==> src/rtl/multi_source_data_manager_pkg.sv <==
// Shared types and width helpers for the multi-source byte merger.
package multi_source_data_manager_pkg;

  typedef enum logic [1:0] {
    ST_IDLE  = 2'd0,
    ST_SEND  = 2'd1,
    ST_GUARD = 2'd2,
    ST_WAIT  = 2'd3
  } state_t;

  localparam int MAX_CH = 8;

  // FIFO pointers carry one extra MSB so full and empty are distinguishable.
  function automatic int ptr_width(input int depth);
    return $clog2(depth) + 1;
  endfunction

  function automatic int ch_width(input int num_ch);
    return (num_ch > 1) ? $clog2(num_ch) : 1;
  endfunction

endpackage

==> src/rtl/multi_source_data_manager_byte_fifo.sv <==
// Small per-channel FIFO with a combinational head; a push into a full FIFO
// is accepted when a pop frees a slot in the same cycle.
module byte_fifo
  import multi_source_data_manager_pkg::*;
#(
  parameter int DATA_W     = 8,
  parameter int FIFO_DEPTH = 4
) (
  input  logic              clk,
  input  logic              reset,
  input  logic              push,
  input  logic              pop,
  input  logic [DATA_W-1:0] din,
  output logic [DATA_W-1:0] dout,
  output logic              full,
  output logic              empty
);

  localparam int PW = ptr_width(FIFO_DEPTH);
  localparam int AW = PW - 1;

  logic [DATA_W-1:0] mem [FIFO_DEPTH];
  logic [PW-1:0]     wr_ptr;
  logic [PW-1:0]     rd_ptr;
  logic              do_push;
  logic              do_pop;

  assign empty   = (wr_ptr == rd_ptr);
  assign full    = (wr_ptr[AW] != rd_ptr[AW]) && (wr_ptr[AW-1:0] == rd_ptr[AW-1:0]);
  assign do_pop  = pop && !empty;
  assign do_push = push && (!full || do_pop);
  assign dout    = mem[rd_ptr[AW-1:0]];

  always_ff @(posedge clk or posedge reset) begin
    if (reset) begin
      wr_ptr <= '0;
      rd_ptr <= '0;
    end else begin
      if (do_push) wr_ptr <= wr_ptr + PW'(1);
      if (do_pop)  rd_ptr <= rd_ptr + PW'(1);
    end
  end

  always_ff @(posedge clk) begin
    if (do_push) mem[wr_ptr[AW-1:0]] <= din;
  end

endmodule

==> src/rtl/multi_source_data_manager.sv <==
// N-channel byte merger: per-channel FIFOs, fixed-priority or round-robin
// arbitration, and a SEND/GUARD/WAIT pacing FSM toward the UART transmitter.
module multi_source_data_manager
  import multi_source_data_manager_pkg::*;
#(
  parameter int NUM_CH      = 2,
  parameter int DATA_W      = 8,
  parameter int FIFO_DEPTH  = 4,
  parameter int ROUND_ROBIN = 0
) (
  input  logic                     clk,
  input  logic                     reset,
  input  logic [NUM_CH-1:0]        in_rdy,
  input  logic [NUM_CH*DATA_W-1:0] in_data,
  input  logic                     tx_busy,
  output logic [DATA_W-1:0]        data,
  output logic                     send,
  output logic [NUM_CH-1:0]        in_drop,
  output logic [NUM_CH-1:0]        fifo_full
);

  localparam int CH_W = ch_width(NUM_CH);

  state_t              state;
  state_t              state_nx;
  logic [NUM_CH-1:0]   empty;
  logic [NUM_CH-1:0]   pop;
  logic [DATA_W-1:0]   head [NUM_CH];
  logic [DATA_W-1:0]   head_sel;
  logic [CH_W-1:0]     last;
  logic [CH_W-1:0]     grant;
  logic                grant_vld;
  logic                take;
  int                  scan;

  for (genvar i = 0; i < NUM_CH; i++) begin : g_fifo
    byte_fifo #(
      .DATA_W    (DATA_W),
      .FIFO_DEPTH(FIFO_DEPTH)
    ) u_fifo (
      .clk  (clk),
      .reset(reset),
      .push (in_rdy[i]),
      .pop  (pop[i]),
      .din  (in_data[i*DATA_W +: DATA_W]),
      .dout (head[i]),
      .full (fifo_full[i]),
      .empty(empty[i])
    );
  end

  // Scan order starts at 0 (fixed) or just past the last grant (round-robin).
  always_comb begin
    grant     = '0;
    grant_vld = 1'b0;
    scan      = 0;
    for (int k = 0; k < NUM_CH; k++) begin
      scan = (ROUND_ROBIN != 0) ? (int'(last) + 1 + k) % NUM_CH : k;
      for (int j = 0; j < NUM_CH; j++) begin
        if (j == scan && !empty[j] && !grant_vld) begin
          grant_vld = 1'b1;
          grant     = CH_W'(j);
        end
      end
    end
  end

  assign take = (state == ST_IDLE) && !tx_busy && grant_vld;

  always_comb begin
    pop      = '0;
    head_sel = '0;
    for (int j = 0; j < NUM_CH; j++) begin
      if (grant == CH_W'(j)) begin
        pop[j]   = take;
        head_sel = head[j];
      end
    end
  end

  always_ff @(posedge clk or posedge reset) begin
    if (reset) state <= ST_IDLE;
    else       state <= state_nx;
  end

  always_comb begin
    state_nx = state;
    case (state)
      ST_IDLE:  if (take) state_nx = ST_SEND;
      ST_SEND:  state_nx = ST_GUARD;
      ST_GUARD: state_nx = ST_WAIT;
      ST_WAIT:  if (!tx_busy) state_nx = ST_IDLE;
      default:  state_nx = ST_IDLE;
    endcase
  end

  always_comb begin
    send = (state == ST_SEND);
  end

  // last starts at NUM_CH-1 so channel 0 is first in round-robin order.
  always_ff @(posedge clk or posedge reset) begin
    if (reset) begin
      data    <= '0;
      last    <= CH_W'(NUM_CH - 1);
      in_drop <= '0;
    end else begin
      if (take) begin
        data <= head_sel;
        last <= grant;
      end
      in_drop <= in_rdy & fifo_full & ~pop;
    end
  end

endmodule

==> config.mk <==
export PLATFORM = sky130hd
export DESIGN_NAME = multi_source_data_manager
export DESIGN_NICKNAME = d
export VERILOG_FILES = /design/src/rtl/multi_source_data_manager_pkg.sv /design/src/rtl/multi_source_data_manager_byte_fifo.sv /design/src/rtl/multi_source_data_manager.sv
export SDC_FILE = /design/constraint.sdc
export NUM_CORES = 1
export LEC_CHECK = 0
export BUFFER_PORTS_ARGS = -buffer_cell sky130_fd_sc_hd__buf_4
export CAP_MARGIN = 20
export CELL_PAD_IN_SITES_DETAIL_PLACEMENT = 1
export CELL_PAD_IN_SITES_GLOBAL_PLACEMENT = 1
export CORE_MARGIN = 2
export CORE_UTILIZATION = 50
export CTS_BUF_LIST = sky130_fd_sc_hd__clkbuf_4 sky130_fd_sc_hd__clkbuf_8 sky130_fd_sc_hd__clkbuf_16
export CTS_CLUSTER_DIAMETER = 100
export DETAILED_ROUTE_END_ITERATION = 8
export PLACE_DENSITY_LB_ADDON = 0.1
export SLEW_MARGIN = 20
export SYNTH_ARGS = -nofsm -noshare
export SYNTH_HDL_FRONTEND = slang
export SYNTH_SLANG_ARGS = --single-unit
==> constraint.sdc <==
create_clock -name clk -period 2.3 [get_ports clk]
set_clock_uncertainty 0.1 [all_clocks]
set_input_delay 0.115 -clock clk [delete_from_list [all_inputs] [get_ports clk]]
set_output_delay 0.115 -clock clk [all_outputs]
set_load 0.05 [all_outputs]
==> flow_summary.ini, run 1 <==
[yosys]
ys_seq_elements = 88
yosysTopAreaCell = edfxtp_1
synthTopCellsByArea = edfxtp_1 (51%), dfrtp_1 (16%), mux4_2 (9.6%), ha_1 (5.0%), xnor2_1 (2.3%)
synth_area_um2 = 3766
synthMuxAreaShare_pct = 11.13
synthesis.nets = 259
synth_fa_ha_area_share_pct = 4.983
yosys.area_share.simple_pct = 6.445
synth_cell_types = 35
synth_compound_area_share_pct = 2.924
synth-xor-area-share_pct = 3.887
synthFlopType = edfxtp_1
yosysSeqAreaShare_pct = 66.98
post_synth.cell_area_avg_um2 = 16.89
synth_edf_count = 64
ys_async_sr_fraction_pct = 27.27
yosysWarnings = 0
synth_top_family_by_area = multiplexers
synth_top_area_share_pct = 51.03
synthCells = 223

[timing]
clock.fmax_mhz = 464.1
max_slew.worst_pin.slew_ps = 419.4
timing.setup.tns_ps = 0
finalSetupViolCount = 0
finalHoldViolations = 0
finalCriticalPeriod_ps = 2155
final_max_slew_viol_count = 0
setup_slack_ps = 145.2
slew_headroom_pct = 72.04
grt_setup_unrepaired = false
fin_crit_sh_pct = 93.69

[final_layout]
nNetsFinal = 322
final_common_cell = edfxtp_1
layout_common_cells = edfxtp_1 (64), buf_4 (43), dfrtp_1 (24)
diodes = 0
drive_above_1_share_pct = 29.66
syn2layout_area_growth_pct = 20.17

[clock_tree]
root_buffer = clkbuf_8
postCtsSetupBuffers = 0
cts_tree = built
cts.path.max_buffers = 2
htreeDepth = 3
clock-sinks = 88
worst_setup_hold_path_clk_slew_ps = 90
clk_latency_ps = 360
cts_buffers = 9

[worst_setup_path]
worst-path-max-fanout = 8
path_depth = 6
cp-startpoint = state[1]
slowest_stage = dfrtp_1
path_buf_inv = 2
crit_end = g_fifo[1].u_fifo.mem[3][2]
crit_family = buffers and inverters
crit_type = flip-flop to flip-flop
reg2reg_depth = 6
critPathMaxStageDelay_ps = 420
r2r_end = g_fifo[1].u_fifo.mem[3][2]
worst_setup_path_end_kind = flip-flop
cp_common_cell = inv_1
cp.arrival_ps = 2070
path_cells = inv_1, ha_1, nand2b_1, nor4_4, o211ai_1, inv_1
crit_required_ps = 2220
start_kind = flip-flop
r2r-start = state[1]
r2r_setup_slack_ps = 150

[floorplan]
die-area_um2 = 8243
start_util_pct = 51.65
rows = 31
io_pins = 34
die_h_um = 90.79
core_um2 = 7292
die_w_um = 90.79

[global_routing]
grt_pass1_vias = 2269
grt_pass1_wl_um = 12450
track_usage_pct = 20.44
grt_antenna_before_repair = 0
grt_max_degree = 22
overflow = 0

[power]
p_total_mw = 6.006
p_leak_nw = 1.744
powerDensity_nw_per_um2 = 1327
max-vdd-ir-drop_uv = 915.7

[drt]
drc = 0
drtPass1Iterations = 4
ant_nets = 0
drt_iter0_markers = 116
drt_wl_total_um = 7576
viasPerCell = 5.339
wl_per_cell_um = 19.48
via_count = 2077

[status]
outcome = complete, no violations

[place]
place_worst_setup_slack_ps = 66.27
port_buffers = 33
place.gp.congestion = 0.7469
dpl.hpwl_um = 5114

[hold_path]
hold_path.class = input pin to async pin

[job]
drv_cap = 0
==> kinds of logic after synthesis <==
kind of cell | count (synthesis)
flops | 88
compound gates | 15
xor+xnor | 15
fa+ha+maj | 15
mux | 21
buf+inv | 29
simple gates | 40
==> tightest hold or removal path, stage by stage <==
cell and delay (ps):
dlygate4sd3_1 540, buf_4 130, inv_1 120
==> cell usage after synthesis, types with 2 or more instances <==
library cell,number
and3_1,4
nor2_1,3
xor2_1,3
nand2_1,2
buf_4,5
xnor2_1,10
mux4_2,16
nand3_1,11
inv_1,19
o211ai_1,9
xor2_2,2
dfrtp_1,24
nand4_1,8
mux2_2,3
edfxtp_1,64
o21ai_0,3
buf_2,2
ha_1,15
and2_1,4
==> layer usage <==
layer / GRT usage, % / part of all wire [%] / up-vias / routed length, µm
li1: - / - / 962 / -
met1: 29.90 / 48 / 1060 / 3650
met2: 30.04 / 47 / 44 / 3555
met3: 5.593 / 3.3 / 11 / 250
met4: 6.692 / 1.6 / 0 / 120
met5: 0 / 0 / - / 0
==> through the flow <==
stage	cells	hold WS (ps)	utilization, %	cell area, µm²
floorplan	223	29.62	-	3766
detailed placement	355	-95.01	56.86	4146
CTS	389	76.18	61.98	4519
global placement	355	-96.88	56.86	4146
finish	389	86.78	62.06	4526
global route	389	98.53	62.06	4526
==> registers in the layout, summed over array words and instances, names as in the netlist <==
| name | flops |
|---|---|
| state | 2 |
| data | 8 |
| g_fifo.u_fifo.wr_ptr | 6 |
| g_fifo.u_fifo.mem | 64 |
| g_fifo.u_fifo.rd_ptr | 6 |
| in_drop | 2 |
==> worst min path at each step <==
stage	end	cells after the start	slack, ps
after floorplan	data[0]	1	30
after global placement	in_drop[1]	2	-100
after detailed placement	g_fifo[1].u_fifo.wr_ptr[0]	2	-100
after CTS	g_fifo[1].u_fifo.wr_ptr[0]	3	80
after global routing	g_fifo[1].u_fifo.wr_ptr[0]	3	100
final	g_fifo[1].u_fifo.wr_ptr[0]	3	90
==> layout make-up <==
type	count	area, µm²
Clock inverter	6	58.81
Sequential cell	88	2522
Tap cell	99	123.9
Inverter	19	71.32
Multi-Input combinational cell	106	1112
Clock buffer	9	123.9
Timing Repair Buffer	62	513.0
Fill cell	683	2766
==> timing repair <==
| action | 4_1_cts | 5_1_grt |
|---|---|---|
| setup endpoints to repair | 0 | 38 |
| hold endpoints to repair | 90 | 0 |
| hold buffers | 19 | 0 |
| gates resized for setup | 0 | 5 |
==> where the power goes <==
part | switching (mW) | internal, mW | total, mW
clock network | 0.545 | 0.491 | 1.04
logic | 1.51 | 1.02 | 2.53
registers | 0.251 | 2.19 | 2.44
No activity file was read; power rests on OpenSTA's default activity.
==> inputs of run 2 (changes only) <==
- CORE_UTILIZATION: 50 -> 45
- clock period: 2.3 -> 1.8 ns (I/O delays scaled with it)
==> flow_summary.ini, run 2 (same netlist as run 1, synthesis figures left out) <==
[status]
outcome = complete, but fails checks
violations = negative setup slack

[drt]
drt_iter0_markers = 48
wl_per_cell_um = 18.93
viasPerCell = 5.196
via_count = 2203
drc = 0
drt_wl_total_um = 8028
ant_nets = 0
drtPass1Iterations = 4

[final_layout]
largest_reg_flops = 64
nNetsFinal = 350
layout_common_cells = edfxtp_1 (64), buf_4 (63), dfrtp_1 (23)
drive_above_1_share_pct = 42.95
final_common_cell = edfxtp_1
syn2layout_area_growth_pct = 31.56
diodes = 0
fillers = 755
register_area_um2 = 2524
finish.instance_area_um2 = 4955
multiInputGateArea_um2 = 1269
instances_no_fill = 424

[power]
max-vdd-ir-drop_uv = 1044
powerDensity_nw_per_um2 = 1767
p_leak_nw = 1.951

[place]
port_buffers = 33
place_inst = 383
place.gp.congestion = 0.7224
place_area_um2 = 4372
dpl.hpwl_um = 5230

[clock_tree]
cts_buffers = 9
clk_latency_ps = 360
worst_setup_hold_path_clk_slew_ps = 90
htreeDepth = 3
cts.path.max_buffers = 2
root_buffer = clkbuf_8
cts_tree = built
clock-sinks = 88

[worst_setup_path]
cp.arrival_ps = 1880
r2r-start = g_fifo[0].u_fifo.wr_ptr[1]
crit_required_ps = 1760
r2r_setup_slack_ps = -120
path_buf_inv = 0
critPathMaxStageDelay_ps = 460
path_cells = xor2_4, nor4_4, or2_4, and3_4
slowest_stage = dfrtp_2
crit_family = simple AND/OR/NAND/NOR gates
worst_setup_path_end_kind = flip-flop
worst-path-max-fanout = 8
crit_type = flip-flop to flip-flop
start_kind = flip-flop
r2r_end = g_fifo[1].u_fifo.mem[1][1]
reg2reg_depth = 4

[timing]
grt_setup_unrepaired = true
final_max_slew_viol_count = 0
finalSetupViolCount = 81
worst_hold_slack_ps = 136.6
setup_slack_ps = -116.1
clock.fmax_mhz = 521.9
fin_crit_sh_pct = 106.5
finalHoldViolations = 0
max_slew.worst_pin.slew_ps = 352.5
slew_headroom_pct = 76.42
finalCriticalPeriod_ps = 1916

[global_routing]
grt_antenna_before_repair = 0
overflow = 0
grt_max_degree = 25
grt_pass1_vias = 2391
grt_pass1_wl_um = 12850
track_usage_pct = 19.67

[hold_path]
holdPathStages = 4
hold_start = tx_busy
whs_endpoint = in_drop[0]
hold_path.class = input pin to flip-flop

[floorplan]
rows = 33
die-area_um2 = 9116
die_w_um = 95.48
core_um2 = 8175
start_util_pct = 46.07
io_pins = 34
die_h_um = 95.48

[job]
drv_cap = 0
==> run 2: cell count changes in the layout (fill, tap and decap cells not counted), sizes merged <==
cell and change:
bufinv +1, inv +1, and2 +1, buf +27
clkinv -1
==> run 2: worst max-delay path by stage <==
stage,start,to,cells past startpoint
floorplan,g_fifo[0].u_fifo.rd_ptr[1],state[1],5
global placement,g_fifo[0].u_fifo.wr_ptr[1],g_fifo[1].u_fifo.mem[2][2],4
detailed placement,g_fifo[0].u_fifo.wr_ptr[1],g_fifo[1].u_fifo.mem[0][6],4
CTS,state[1],g_fifo[1].u_fifo.mem[2][1],6
global route,g_fifo[0].u_fifo.wr_ptr[1],data[0],5
finish,g_fifo[0].u_fifo.wr_ptr[1],g_fifo[1].u_fifo.mem[1][1],4
==> run 2: worst min-delay path, stage by stage <==
cell and delay, ps:
buf_4 100, nand2b_4 130, buf_4 110, and3_1 140
==> run 2: final cells by class <==
class                   count  share of cell area, %
repair buffers             89                  14.97
clock inverters             7                  1.894
inverters                  19                  1.439
clock buffers               9                  2.500
multi-input cells         107                  25.61
flip-flops and latches     88                  50.93
well taps                 105                  2.652
==> run 2: through the flow <==
step	worst slack, ps	utilization (%)	TNS (ps)	total power, mW
after floorplan	-84.37	-	-1370	5.586
after global placement	-92.30	53.47	-4287	6.773
after detailed placement	-166.9	53.47	-9230	6.870
after CTS	-139.6	60.15	-7897	8.752
after global routing	-190.8	60.61	-12020	9.274
final	-116.1	60.61	-6869	8.757
==> run 2: power by group <==
group          internal [mW]  leakage (nW)  switching (mW)
logic                   1.90         0.963            2.28
clock network          0.784         0.108           0.718
registers               2.79         0.880           0.280
total                   5.48          1.95            3.28
==> run 2: routing by layer <==
| layer | routed length (µm) | share of wire [%] | global-route usage [%] | up-vias |
|---|---|---|---|---|
| li1 | - | - | - | 1020 |
| met1 | 3618 | 45 | 26.40 | 1139 |
| met2 | 4099 | 51 | 32.28 | 31 |
| met3 | 180 | 2.2 | 3.399 | 13 |
| met4 | 130 | 1.6 | 7.500 | 0 |
| met5 | 0 | 0 | 0 | - |
==> run 2: timing repair <==
action,4_1_cts,5_1_grt
setup endpoints to repair,81,85
setup buffers,6,0
cloned,1,0
hold endpoints to repair,90,0
hold buffers,19,0
resized for setup,23,7
pin swaps,12,4
==> inputs of run 3 (changes only) <==
- CORE_UTILIZATION: 45 -> 47
- CTS_BUF_LIST: sky130_fd_sc_hd__clkbuf_4 sky130_fd_sc_hd__clkbuf_8 sky130_fd_sc_hd__clkbuf_16 -> sky130_fd_sc_hd__clkbuf_8
==> flow_summary.ini, run 3 (same netlist as run 1, synthesis figures left out) <==
[status]
outcome = complete, but fails checks
violations = negative setup slack

[job]
drv_cap = 0

[timing]
slew_headroom_pct = 77.65
grt_setup_unrepaired = true
max_slew.worst_pin.slew_ps = 335.2
final_max_slew_viol_count = 0
worst_hold_slack_ps = 158.0
clock.fmax_mhz = 522.7
finalCriticalPeriod_ps = 1913
setup_slack_ps = -113.2
fin_crit_sh_pct = 106.3
finalSetupViolCount = 69
finalHoldViolations = 0

[drt]
drtPass1Iterations = 4
drt_wl_total_um = 7848
wl_per_cell_um = 18.60
viasPerCell = 5.154
drc = 0
ant_nets = 0
via_count = 2175
drt_iter0_markers = 99

[global_routing]
grt_max_degree = 25
grtUsageMet1_pct = 25.43
grt_antenna_before_repair = 0
grt_use_met3_pct = 4.674
overflow = 0
grt_use_met2_pct = 34.05
track_usage_pct = 19.93
grt_most_used_layer = met2
grt_pass1_vias = 2374
grt_pass1_wl_um = 12540

[floorplan]
die-area_um2 = 8745
die_h_um = 93.52
io_pins = 34
core_um2 = 7727
die_w_um = 93.52
rows = 32
start_util_pct = 48.74

[final_layout]
fillers = 713
instances_no_fill = 422
register_area_um2 = 2525
nNetsFinal = 351
drive_above_1_share_pct = 42.50
largest_reg_flops = 64
diodes = 0
final_common_cell = buf_4
layout_common_cells = buf_4 (68), edfxtp_1 (64), dfrtp_1 (22)
multiInputGateArea_um2 = 1235
finish.instance_area_um2 = 4920
syn2layout_area_growth_pct = 30.63

[worst_setup_path]
reg2reg_depth = 6
slowest_stage = dfrtp_1
start_kind = flip-flop
cp.arrival_ps = 1890
crit_required_ps = 1770
worst_setup_path_end_kind = flip-flop
crit_type = flip-flop to flip-flop
path_cells = inv_2, ha_4, nand2b_4, nor4_4, or2_4, and3_4
critPathMaxStageDelay_ps = 390
worst-path-max-fanout = 8

[clock_tree]
clock-sinks = 88
cts_buffers = 9
cts_tree = built
cts.path.max_buffers = 2
worst_setup_hold_path_clk_slew_ps = 90
root_buffer = clkbuf_8
clk_latency_ps = 360
htreeDepth = 3

[place]
place_inst = 379
place.gp.congestion = 0.7000
port_buffers = 33
place_area_um2 = 4360
dpl.hpwl_um = 5203
place_worst_setup_slack_ps = -124.7

[power]
pwr-share-comb_pct = 48.8
seqPwrFrac_pct = 35.3
power_switching_mw = 3.291
max-vdd-ir-drop_uv = 987.3
power.internal_mw = 5.458
p_leak_nw = 1.936
clkPwrFrac_pct = 16.0
powerDensity_nw_per_um2 = 1778
sw_frac_of_total_pct = 37.62

[hold_path]
holdPathStages = 4
hold_path.class = input pin to flip-flop
run 3: power groups by stage:
stage               registers (mW)  logic [mW]  clock network, mW
detailed placement            3.11        3.77                  0
global route                  3.14        4.61               1.51
finish                        3.09        4.27               1.40
CTS                           3.08        3.92               1.43
floorplan                     3.42        2.17                  0
global placement              3.08        3.70                  0
run 3: per-stage QoR:
stage / TNS, ps / total power, mW / utilization [%]
after floorplan: -1370 / 5.586 / -
after global placement: -3360 / 6.779 / 56.43
after detailed placement: -6034 / 6.886 / 56.43
after CTS: -5050 / 8.426 / 61.98
after global routing: -11070 / 9.257 / 63.67
final: -5309 / 8.750 / 63.67
run 3: final cells by class:
cell class	instances	share of cell area, %
sequential	88	51.32
multi-input combinational	106	25.10
timing repair buffer	91	15.41
tap	102	2.594
clock buffer	9	2.518
clock inverter	7	1.602
inverter	19	1.450
run 3: final timing paths:
kind                                            start                          to  slack, ps
setup / recovery                             state[1]  g_fifo[1].u_fifo.mem[0][7]       -110
hold / removal                                tx_busy                    state[1]        160
setup reg to reg                             state[1]  g_fifo[1].u_fifo.mem[0][7]       -110
hold reg to reg            g_fifo[1].u_fifo.rd_ptr[2]  g_fifo[1].u_fifo.rd_ptr[2]        390
max in group asynchronous                       reset  g_fifo[0].u_fifo.rd_ptr[1]       1090
min in group asynchronous                       reset  g_fifo[1].u_fifo.wr_ptr[1]        230
run 3: timing repair:
action	4_1_cts	5_1_grt
endpoints found under the hold margin	90	0
setup buffers	2	7
setup endpoints to repair	79	81
resized for setup	7	13
pin swaps	6	8
hold buffers	19	0
run 3: critical path, delay by kind of cell, from the launching register on:
| kind | cells | cell delay (ps) |
|---|---|---|
| fa+ha+maj | 1 | 160 |
| buf+inv | 1 | 80 |
| flops | 1 | 390 |
| simple gates | 4 | 890 |
run 3: metal layers:
metal  vias to the layer above  part of all wire (%)
met5                         -                     0
met2                        31                    53
met1                      1114                    43
li1                       1022                     -
met4                         0                   1.3
met3                         8                   2.3
